$ cat config.mk
export PLATFORM = sky130hd
export DESIGN_NAME = uart_watch_dog_mc
export DESIGN_NICKNAME = d
export VERILOG_FILES = /design/src/rtl/uart_watch_dog_pkg.sv /design/src/rtl/uart_watch_dog_ch.sv /design/src/rtl/uart_watch_dog_mc.sv
export SDC_FILE = /design/constraint.sdc
export NUM_CORES = 1
export LEC_CHECK = 0
export ABC_AREA = 1
export BUFFER_PORTS_ARGS = -buffer_cell sky130_fd_sc_hd__buf_2
export CELL_PAD_IN_SITES_DETAIL_PLACEMENT = 1
export CELL_PAD_IN_SITES_GLOBAL_PLACEMENT = 1
export CORE_MARGIN = 2
export CORE_UTILIZATION = 40
export CTS_BUF_LIST = sky130_fd_sc_hd__clkbuf_16
export DETAILED_ROUTE_END_ITERATION = 12
export PLACE_DENSITY_LB_ADDON = 0.1
export SYNTH_ARGS = -nofsm -noshare
export SYNTH_HDL_FRONTEND = slang
export SYNTH_HIERARCHICAL = 1
export SYNTH_SLANG_ARGS = --single-unit
$ cat constraint.sdc
create_clock -name clk -period 1.7 [get_ports clk]
set_clock_uncertainty 0.05 [all_clocks]
set_input_delay 0.085 -clock clk [delete_from_list [all_inputs] [get_ports clk]]
set_output_delay 0.085 -clock clk [all_outputs]
set_load 0.01 [all_outputs]
$ cat src/rtl/uart_watch_dog_pkg.sv
// Shared definitions for the multi-channel activity watchdog.
//   ch_state_t    : per-channel state encoding (IDLE, WAIT, ACTIVE, TIMEOUT)
//   DEF_NCH       : default number of monitored channels
//   DEF_CNT_W     : default timeout counter / preset width
package uart_watch_dog_pkg;

    localparam int DEF_NCH   = 4;
    localparam int DEF_CNT_W = 32;

    typedef enum logic [1:0] {
        IDLE    = 2'd0,
        WAIT    = 2'd1,
        ACTIVE  = 2'd2,
        TIMEOUT = 2'd3
    } ch_state_t;

endpackage

$ cat src/rtl/uart_watch_dog_ch.sv
// One watchdog channel: activity detector, state machine and timeout counter.
// Ports:
//   clk, rst      : clock, asynchronous active-high reset
//   en            : channel enable; low forces IDLE with a cleared counter
//   mode          : 0 = any edge counts as activity, 1 = high level counts
//   sample        : monitored signal, already in the clk domain
//   reload        : reload value to use this cycle (bypass already resolved)
//   active_state  : high while the channel is in ACTIVE
//   active        : one-cycle pulse on entry to ACTIVE
//   inactive      : one-cycle pulse on entry to TIMEOUT
//   timeout_evt   : combinational "entering TIMEOUT at this edge", lets the
//                   parent set its sticky flag on the same edge as inactive
module uart_watch_dog_ch
    import uart_watch_dog_pkg::*;
#(
    parameter int CNT_W = DEF_CNT_W
) (
    input  logic             clk,
    input  logic             rst,
    input  logic             en,
    input  logic             mode,
    input  logic             sample,
    input  logic [CNT_W-1:0] reload,
    output logic             active_state,
    output logic             active,
    output logic             inactive,
    output logic             timeout_evt
);

    ch_state_t        state_reg, state_next;
    logic [CNT_W-1:0] cnt_reg, cnt_next;
    logic             prev_reg;
    logic             active_reg, active_next;
    logic             inactive_reg, inactive_next;
    logic             act;

    // Previous sample keeps tracking even while disabled so that enabling a
    // channel never produces a spurious edge.
    assign act = mode ? sample : (sample ^ prev_reg);

    always_ff @(posedge clk or posedge rst) begin
        if (rst) begin
            state_reg    <= IDLE;
            cnt_reg      <= '0;
            prev_reg     <= 1'b0;
            active_reg   <= 1'b0;
            inactive_reg <= 1'b0;
        end else begin
            state_reg    <= state_next;
            cnt_reg      <= cnt_next;
            prev_reg     <= sample;
            active_reg   <= active_next;
            inactive_reg <= inactive_next;
        end
    end

    always_comb begin
        state_next    = state_reg;
        cnt_next      = cnt_reg;
        active_next   = 1'b0;
        inactive_next = 1'b0;
        if (!en) begin
            state_next = IDLE;
            cnt_next   = '0;
        end else begin
            case (state_reg)
                IDLE: state_next = WAIT;
                WAIT, TIMEOUT: begin
                    if (act) begin
                        state_next  = ACTIVE;
                        cnt_next    = reload;
                        active_next = 1'b1;
                    end
                end
                ACTIVE: begin
                    // Counter reaches 0 after reload edges; the following
                    // quiet edge times out, giving reload+1 cycles in total.
                    if (act) begin
                        cnt_next = reload;
                    end else if (cnt_reg != '0) begin
                        cnt_next = cnt_reg - {{(CNT_W-1){1'b0}}, 1'b1};
                    end else begin
                        state_next    = TIMEOUT;
                        inactive_next = 1'b1;
                    end
                end
                default: state_next = IDLE;
            endcase
        end
    end

    assign active_state = (state_reg == ACTIVE);
    assign active       = active_reg;
    assign inactive     = inactive_reg;
    assign timeout_evt  = inactive_next;

endmodule

$ cat src/rtl/uart_watch_dog_mc.sv
// Multi-channel activity watchdog with a shared reload register.
// Optional build macro: UART_WATCH_DOG_SYNC_EN adds a 2-flop synchroniser on
// every monitor_in bit (2 extra cycles of detection latency).
// Ports:
//   clk, rst   : clock, asynchronous active-high reset
//   en, mode   : per-channel enable and activity type
//   load       : strobe writing preset into the reload register
//   preset     : timeout reload value
//   monitor_in : monitored signals
//   clr        : clears the sticky timeout flags (a new timeout wins)
//   state      : per-channel "in ACTIVE"
//   active     : per-channel entry-to-ACTIVE pulse
//   inactive   : per-channel entry-to-TIMEOUT pulse
//   to_flag    : sticky per-channel timeout flags
//   irq        : OR of to_flag
module uart_watch_dog_mc
    import uart_watch_dog_pkg::*;
#(
    parameter int NCH   = DEF_NCH,
    parameter int CNT_W = DEF_CNT_W
) (
    input  logic             clk,
    input  logic             rst,
    input  logic [NCH-1:0]   en,
    input  logic [NCH-1:0]   mode,
    input  logic             load,
    input  logic [CNT_W-1:0] preset,
    input  logic [NCH-1:0]   monitor_in,
    input  logic             clr,
    output logic [NCH-1:0]   state,
    output logic [NCH-1:0]   active,
    output logic [NCH-1:0]   inactive,
    output logic [NCH-1:0]   to_flag,
    output logic             irq
);

    logic [CNT_W-1:0] reload_reg;
    logic [CNT_W-1:0] reload_eff;
    logic [NCH-1:0]   to_flag_reg;
    logic [NCH-1:0]   timeout_evt;
    logic [NCH-1:0]   sample;

`ifdef UART_WATCH_DOG_SYNC_EN
    logic [NCH-1:0] sync1_reg, sync2_reg;

    always_ff @(posedge clk or posedge rst) begin
        if (rst) begin
            sync1_reg <= '0;
            sync2_reg <= '0;
        end else begin
            sync1_reg <= monitor_in;
            sync2_reg <= sync1_reg;
        end
    end

    assign sample = sync2_reg;
`else
    assign sample = monitor_in;
`endif

    // A reload coinciding with load must see the new preset, not the old
    // register contents.
    assign reload_eff = load ? preset : reload_reg;

    always_ff @(posedge clk or posedge rst) begin
        if (rst) begin
            reload_reg <= '1;
        end else if (load) begin
            reload_reg <= preset;
        end
    end

    genvar gi;
    generate
        for (gi = 0; gi < NCH; gi++) begin : g_ch
            uart_watch_dog_ch #(
                .CNT_W(CNT_W)
            ) u_ch (
                .clk         (clk),
                .rst         (rst),
                .en          (en[gi]),
                .mode        (mode[gi]),
                .sample      (sample[gi]),
                .reload      (reload_eff),
                .active_state(state[gi]),
                .active      (active[gi]),
                .inactive    (inactive[gi]),
                .timeout_evt (timeout_evt[gi])
            );

            // Set has priority over clear.
            always_ff @(posedge clk or posedge rst) begin
                if (rst) begin
                    to_flag_reg[gi] <= 1'b0;
                end else if (timeout_evt[gi]) begin
                    to_flag_reg[gi] <= 1'b1;
                end else if (clr) begin
                    to_flag_reg[gi] <= 1'b0;
                end
            end
        end
    endgenerate

    assign to_flag = to_flag_reg;
    assign irq     = |to_flag_reg;

endmodule

# Word-level counts from Yosys, hierarchy flattened
# Index checks and enable logic that the tools add are counted.
[classes]
n_mux = 78
eq_ne = 32
n_addsub = 4
reduce_logical = 25
bitwise_logic = 4
[op_table]
columns = ["op", "count"]
rows = [
  ["32-bit 2-to-1 mux", 17],
  ["32-bit one-hot mux with 2 select lines", 4],
  ["32-bit nonzero test", 4],
  ["32-bit by 1-bit subtractor with 32-bit output (second input constant)", 4],
  ["1-bit 2-to-1 mux", 37],
  ["2-bit 2-to-1 mux", 16],
  ["3-bit != test (second input constant)", 8],
  ["2-bit one-hot mux with 3 select lines", 4],
  ["3-bit AND reduction", 8],
  ["2-bit == test (second input constant)", 8],
  ["4-bit != test (second input constant)", 4],
  ["3-bit by 1-bit != test with 1-bit output (second input constant)", 4],
  ["3-bit by 2-bit != test with 1-bit output (second input constant)", 4],
  ["2-bit by 1-bit == test with 1-bit output (second input constant)", 4],
  ["2-bit zero test", 4],
  ["2-bit nonzero test", 4],
  ["2-bit OR reduction", 4],
  ["4-bit OR reduction", 1],
  ["1-bit XOR", 4],
]
[totals]
register_bits = 184

# Longest topological paths before layout
# Gate-level depths: netlist (run 1).
[depth]
depth_word = 6
depth_mapped = 12
mapped_depth_nobuf = 12

# By module
# The synthesis (run 1) kept the hierarchy.
[by_module_without_submodules]
columns = ["mod", "seq_area_each_um2", "cells_each", "instances", "area_each_um2"]
rows = [
  ["uart_watch_dog_ch (g_ch[0].u_ch ...)", 925.9, 443, 2, 2738.9],
  ["uart_watch_dog_ch (g_ch[3].u_ch)", 925.9, 435, 1, 2727.6],
  ["uart_watch_dog_ch (g_ch[2].u_ch)", 925.9, 438, 1, 2718.9],
  ["uart_watch_dog_mc", 940.9, 157, 1, 1496.4],
]

# Worst setup path after synthesis (run 1)
# Ideal clock, no wire load.
[synth_path]
kind = "reg-to-reg"
startpoint = "register g_ch[3].u_ch.cnt_reg[0]"
endpoint = "register g_ch[3].u_ch.cnt_reg[16]"
setup_ns = 0.116
stages_incl_launch_ff = 13
setup_slack_ns = -0.061
required_ns = 1.534
synth_period_minus_slack_ns = 1.761
arrival_time_ns = 1.594
path_cell_list = "dfrtp_1 > inv_1 > ha_1 > inv_1 > nor2_2 > nand2_2 > nor2_4 > nand3_4 > nand3_4 > inv_4 > buf_6 > nand2_1 > nand2_1"
[synth_between]
elab_chain_cells = 5
[synth_lines]
columns = ["item", "line_no", "text"]
rows = [
  ["from (decl)", "uart_watch_dog_ch.sv:31", "logic [CNT_W-1:0] cnt_reg, cnt_next;"],
  ["from (signal assigned)", "uart_watch_dog_ch.sv:50", "cnt_reg <= cnt_next;"],
  ["32-bit by 1-bit subtractor with 32-bit output", "uart_watch_dog_ch.sv:81", "cnt_next = cnt_reg - {{(CNT_W-1){1'b0}}, 1'b1};"],
  ["32-bit 2-to-1 mux", "uart_watch_dog_ch.sv:80", "end else if (cnt_reg != '0) begin"],
  ["32-bit 2-to-1 mux", "uart_watch_dog_ch.sv:78", "if (act) begin"],
  ["32-bit one-hot mux with 2 select lines", "uart_watch_dog_ch.sv:66", "case (state_reg)"],
  ["32-bit 2-to-1 mux", "uart_watch_dog_ch.sv:62", "if (!en) begin"],
]
# Several ways; a longest one is shown, not always the timed one. The select of a mux whose other input is x is not followed.
# A chain may end at the register's enable or synchronous reset.

# Worst setup path after layout (run 1)
[layout_path]
startpoint = "register g_ch[3].u_ch.cnt_reg[1]"
endpoint = "register g_ch[3].u_ch.cnt_reg[16]"
# Same word-level chain as after synthesis.

==> qor.yml, run 1 <==
cp_max_fo: 3
worstSetupPathType: "flip-flop to flip-flop"
synth.area.top_cells: "dfrtp_1 (31%), nand2_1 (25%), nor2_1 (7.5%), dfstp_2 (6.8%), inv_1 (4.5%)"
wire_per_inst_um: 20.9
rsz0062_at_grt: "true"
dp.cells: 2609
ys_types: 34
finalSetupViolCount: 129
async_reset_ff_share_pct: 100
ir_drop_v: 0.000818
initial_core_util_pct: 40.6
drive_gt1_share_pct: 36.9
ff2ff_setup_slack_ns: -0.20
dp_hpwl_um: 37000
yosysSeqAreaShare_pct: 37.4
busiest_layer: "met2"
first_iter_violations: 1035
period_needed_ns: 1.90
synth_area_per_cell_sq_um: 6.48
netlist.area_leader.share_pct: 30.6
worst_r2r_endpoint: "g_ch[3].u_ch/cnt_reg[16]"
crit_path_start_kind: "flip-flop"
path_clk_slew_ns: 0.08
grtUsageMet1_pct: 41.9
drt-pass1-iter-count: 5
clock_latency_ns: 0.47
synth_edf_count: 0
finalPower_mw: 20.8
outcome: "complete, but fails checks"
power_density_nw_per_um2: 1160
core-area_sq_um: 30600
cpPeakStageDelay_ns: 0.41
antenna_left: 0
num_vias: 15000
netlist_area_sq_um: 12400
grt-ovfl-total: 0
holdWs_ns: 0.00836
clock_sinks: 184
die_height_um: 180
die_w_um: 180
p_leak_nw: 9.15
violations: "negative setup slack"
worstSetupEndpointType: "flip-flop"
fin_cells: 2737
yosysTopAreaCell: "dfrtp_1"
die_area_sq_um: 32500
wirelength_um: 57200
tns_ns: -12.18
worstMarginPinSlew_ns: 0.558
io_pins: 65
arrival_ns: 2.26
cts_tree: "done"
min-delay-start: "preset[10]"
crit_start: "g_ch[3].u_ch/cnt_reg[1]"
antenna_found_initial: 1
cpMostUsedCell: "nand2_1"
first_global_vias: 15600
finalHoldViolCount: 0
vias_per_cell: 5.49
met3_usage_pct: 4.59
fin_nets: 2378
track_usage_pct: 32.8
cap_violations: 0
ys_seq_elements: 184
dp_slack_ns: -0.224
cts_made_buffers: 17
slew_viol_final: 0
io_buffer_count: 64
area.growth.synth_to_final_pct: 44.9
synth_cells: 1916
rr_startpoint: "g_ch[3].u_ch/cnt_reg[1]"
ys.warnings.count: 6
grt_max_degree: 38
required_ns: 2.06
largest_reg_flops: 128
finalCritPeriodShare_pct: 112
cp_cell_sequence: "inv_2 > ha_4 > buf_4 > nand3_2 > buf_4 > nor2_4 > a21oi_1 > nand3b_1 > nand2_1 > nand2_1 > nand2_1"
whs_path_depth: 3
fmax_mhz: 525
met2_usage_pct: 56.0
fin_ws_ns: -0.204
max-slew-margin-rel_pct: 62.7
cp_slowest_cell: "dfrtp_1"
cts_root_buf: "clkbuf_16"
reg2regPathDepth: 11
htree_levels: 4
syn_nets: 1968
drc: 0
gp_congestion: 0.866
grt_pass1_wl_um: 83600
hold_path_class: "input port to flip-flop"
hold_end: "reload_reg[10]"
std_cell_rows: 64
clockBufferDepth: 2
ys.flop_type: "dfrtp_1"
worst max-delay path by stage:
stage	slack [ns]	to	cells after the start
after global routing	-0.27	g_ch[3].u_ch/cnt_reg[16]	11
after CTS	-0.08	g_ch[1].u_ch/cnt_reg[30]	11
after global placement	-0.08	g_ch[3].u_ch/cnt_reg[28]	11
after detailed placement	-0.22	g_ch[1].u_ch/cnt_reg[4]	11
after floorplan	-0.004	g_ch[3].u_ch/cnt_reg[16]	12
final	-0.20	g_ch[3].u_ch/cnt_reg[16]	11
kinds of logic after synthesis:
| kind of cell | share of synthesized area, % |
|---|---|
| AOI/OAI and AO/OA | 7.94 |
| and+or+nand+nor | 44.6 |
| xor gates and xnor gates | 1.97 |
| adders and majority gates | 0.403 |
| buffers and inverters | 7.65 |
| DFF | 37.4 |
routing by layer:
layer | part of all wire, % | up-vias
met5 | 0 | -
met4 | 4.8 | 0
met3 | 5.7 | 175
met2 | 49 | 525
li1 | - | 6826
met1 | 41 | 7504
power by group:
group          internal [mW]  switching [mW]
registers               5.05           0.672
logic                   4.51            6.22
clock network           2.24            2.11
layout make-up:
type                            count  area [sq um]
Clock inverter                     15           181
Antenna cell                        2          5.00
Tap cell                          396           495
Timing Repair Buffer              441          3610
Clock buffer                       17           425
Inverter                          157           624
Sequential cell                   184          4670
Timing Repair inverter              1          11.3
Multi-Input combinational cell   1524          7980
Fill cell                        3951         12600
critical path, delay by kind of cell (launching register included):
family,cells,cell delay (ns)
buf+inv,3,0.42
simple gates,6,0.70
compound gates,1,0.09
fa+ha+maj,1,0.15
flops,1,0.41
stage by stage:
step	utilization, %	cell area [sq um]
after floorplan	-	12500
final	58.8	18000
after global routing	58.8	18000
after CTS	55.5	17000
after detailed placement	49.8	15200
after global placement	49.8	15200
cells in the mapped netlist (3+ instances only):
cell and n:
inv_2 5, ha_1 4, xnor2_1 4, o21ai_1 41
nor2_2 33, inv_1 150, dfstp_2 32, or2_2 26
nand2_1 812, nand3_4 8, buf_2 9, nor2_4 8
o22ai_1 4, nor2_1 248, dfrtp_1 152, o21ai_0 98
o21bai_1 23, nor3_1 3, buf_4 13, nand3_1 108
a21o_1 4, buf_6 7, nand2_2 24, clkbuf_1 18
a21oi_1 11, xor2_1 24, nand4_1 34, nand3b_1 5
clkbuf_8 3
cell usage in the layout, fill, tap and decap left out, types with 5 or more instances in the layout:
cell           netlist  final
o21ai_1             41     13
buf_2                9     64
inv_6                0      6
a21oi_1             11      7
clkbuf_16            0     22
xor2_1              24     24
nor2_4               8     61
inv_2                5     15
dfrtp_1            152    130
o21ai_2              0     59
nand3_4              8     10
inv_8                1      9
buf_4               13    323
dlygate4sd3_1        0     18
nand3_2              0      6
or2_2               26     26
buf_6                7      9
inv_1              150    137
o21ai_0             98     65
nor2_1             248    162
o21bai_1            23     22
nand3_1            108    100
nand2_1            812    745
dfrtp_2              0     22
dfstp_2             32     32
nor2_2              33     66
nand2_2             24     73
nand4_1             34     34
nand2_4              1     15
buf_12               1     15
nand3b_1             5      5
timing repair:
| action | CTS | global route |
|---|---|---|
| buffers inserted | 47 | 22 |
| endpoints found under the hold margin | 214 | 0 |
| resized for setup | 193 | 217 |
| endpoints found under the setup margin | 129 | 137 |
| hold buffers | 18 | 0 |
| cloned | 6 | 5 |
| pin swaps | 67 | 72 |
Note: power is estimated with default switching activity, not from simulation.
==> run 2: changes to the inputs <==
==> constraint.sdc (replaced) <==
create_clock -name clk -period 1.7 [get_ports clk]
set_clock_uncertainty 0.05 [all_clocks]
set_input_delay 0.085 -clock clk [delete_from_list [all_inputs] [get_ports clk]]
set_output_delay 0.085 -clock clk [all_outputs]
set_load 0.05 [all_outputs]
==> run 2 against run 1 <==
Net effect: the flow still finishes with violations (negative setup slack); count of clock-buffer cells in the layout unchanged; global-route usage decreased by 0.32 points; final area increased by 1.3%; via count increased by 0.92%; clock power decreased by 3%; register-to-register slack got worse by 0.07 ns; die area unchanged; maximum frequency decreased by 3.3%; core utilization increased by 0.77 points; sequential power about the same; hold slack improved by 0.0062 ns; critical path type unchanged; critical endpoint is now g_ch[3].u_ch/cnt_reg[6].
==> qor.yml, run 2 (synthesis gave the netlist of run 1 again) <==
hold_path_class: "input port to flip-flop"
die_height_um: 180
worstSetupPathType: "flip-flop to flip-flop"
finalCritPeriodShare_pct: 116
largest_reg_flops: 128
fin_ws_ns: -0.269
core-area_sq_um: 30600
cpPeakStageDelay_ns: 0.40
grt_max_degree: 43
final_cell_mix: "nand2_1 (707), buf_4 (313), nor2_1 (171)"
num_vias: 15200
drt-pass1-iter-count: 5
wirelength_um: 58900
switching_power_mw: 9.04
worstMarginPinSlew_ns: 0.584
combPwrFrac_pct: 53.1
internal_power_mw: 12.0
cp_max_fo: 6
htree_levels: 4
die_area_sq_um: 32500
first_global_vias: 15400
dp_hpwl_um: 36600
ir_drop_v: 0.000751
outcome: "complete, but fails checks"
required_ns: 2.03
path_buf_inv: 4
drc: 0
dp_slack_ns: -0.175
holdWs_ns: 0.0146
antenna_left: 0
power_density_nw_per_um2: 1150
vias_per_cell: 5.53
finalSetupViolCount: 134
gp_congestion: 0.857
seqCellArea_sq_um: 4660
io_pins: 65
dp.cells: 2598
drive_gt1_share_pct: 37.6
clock_sinks: 184
std_cell_rows: 64
switching_share_pct: 42.9
antenna_found_initial: 4
finalPower_mw: 21.1
initial_core_util_pct: 40.6
cap_violations: 0
grt_pass1_wl_um: 82700
violations: "negative setup slack"
finalHoldViolCount: 0
fin_cells: 2745
slew_viol_final: 0
track_usage_pct: 32.5
wire_per_inst_um: 21.4
seqPwrFrac_pct: 27.0
final_common_cell: "nand2_1"
cp_slowest_cell: "dfrtp_1"
io_buffer_count: 64
rsz0062_at_grt: "true"
path_clk_slew_ns: 0.07
crit_path_start_kind: "flip-flop"
cp_cell_sequence: "inv_2 > ha_4 > inv_4 > nor2_4 > nand2_2 > nor2_4 > nand3_4 > buf_12 > nand2_8 > clkbuf_16 > nand2_2 > o21ai_1"
arrival_ns: 2.30
worstSetupEndpointType: "flip-flop"
period_needed_ns: 1.97
cts_made_buffers: 17
first_iter_violations: 1130
die_w_um: 180
multi_input_area_sq_um: 8030
p_leak_nw: 9.29
fin_nets: 2384
clock_latency_ns: 0.46
cts_tree: "done"
tns_ns: -20.13
max-slew-margin-rel_pct: 61.1
fmax_mhz: 508
cts_root_buf: "clkbuf_16"
cp_top_family: "simple AND/OR/NAND/NOR gates"
area.growth.synth_to_final_pct: 46.8
p_clk_share_pct: 19.9
clockBufferDepth: 2
fillers: 3911
grt-ovfl-total: 0
[run 2: final timing paths]
kind | startpoint | end | slack, ns | depth (start not counted)
min in group asynchronous | rst | to_flag[1] | 0.32 | 4
hold / removal | preset[23] | reload_reg[23] | 0.01 | 4
max in group asynchronous | rst | g_ch[2].u_ch/cnt_reg[9] | 0.77 | 4
setup / recovery | g_ch[3].u_ch/cnt_reg[1] | g_ch[3].u_ch/cnt_reg[6] | -0.27 | 12
setup reg to reg | g_ch[3].u_ch/cnt_reg[1] | g_ch[3].u_ch/cnt_reg[6] | -0.27 | 12
hold reg to reg | to_flag[3] | to_flag[3] | 0.45 | 2
[run 2: final cells by class]
| type | instances | share of cell area (%) |
|---|---|---|
| multi-input combinational | 1524 | 44.0 |
| sequential | 184 | 25.6 |
| timing repair buffer | 447 | 20.9 |
| inverter | 157 | 3.57 |
| tap | 396 | 2.72 |
| clock buffer | 17 | 2.33 |
| clock inverter | 15 | 0.803 |
| timing repair inverter | 1 | 0.0618 |
| antenna | 4 | 0.0549 |
[run 2: per-stage QoR]
stage | util (%) | instance area [sq um]
CTS | 55.0 | 16800
finish | 59.6 | 18200
floorplan | - | 12500
global placement | 49.8 | 15200
detailed placement | 49.8 | 15200
global route | 59.6 | 18200
[run 2: worst min-delay path, stage by stage]
cell and delay [ns]:
buf_2 0.10, nand2_1 0.07, nand2_1 0.07, buf_4 0.18
[run 2: repair_timing]
| item | 4_1_cts | 5_1_grt |
|---|---|---|
| gates resized for setup | 156 | 268 |
| hold endpoints to repair | 197 | 0 |
| hold buffers | 18 | 0 |
| pin swaps | 48 | 88 |
| setup endpoints to repair | 133 | 136 |
| gates cloned | 4 | 12 |
| setup buffers | 42 | 42 |
[run 2: per-layer routing]
metal	vias to the layer above	part of all wire (%)	GRT usage, %
met4	0	4.9	13.8
met5	-	0	0
met2	591	50	56.2
met1	7542	40	41.2
li1	6841	-	-
met3	195	5.8	3.72
[run 2: power by group through the flow]
| stage | Combinational (mW) | Clock, mW | Sequential, mW |
|---|---|---|---|
| floorplan | 4.38 | 0 | 5.65 |
| global placement | 8.00 | 0 | 5.59 |
| detailed placement | 8.31 | 0 | 5.62 |
| CTS | 9.31 | 4.22 | 5.59 |
| global route | 11.9 | 4.38 | 5.75 |
| finish | 11.2 | 4.20 | 5.69 |
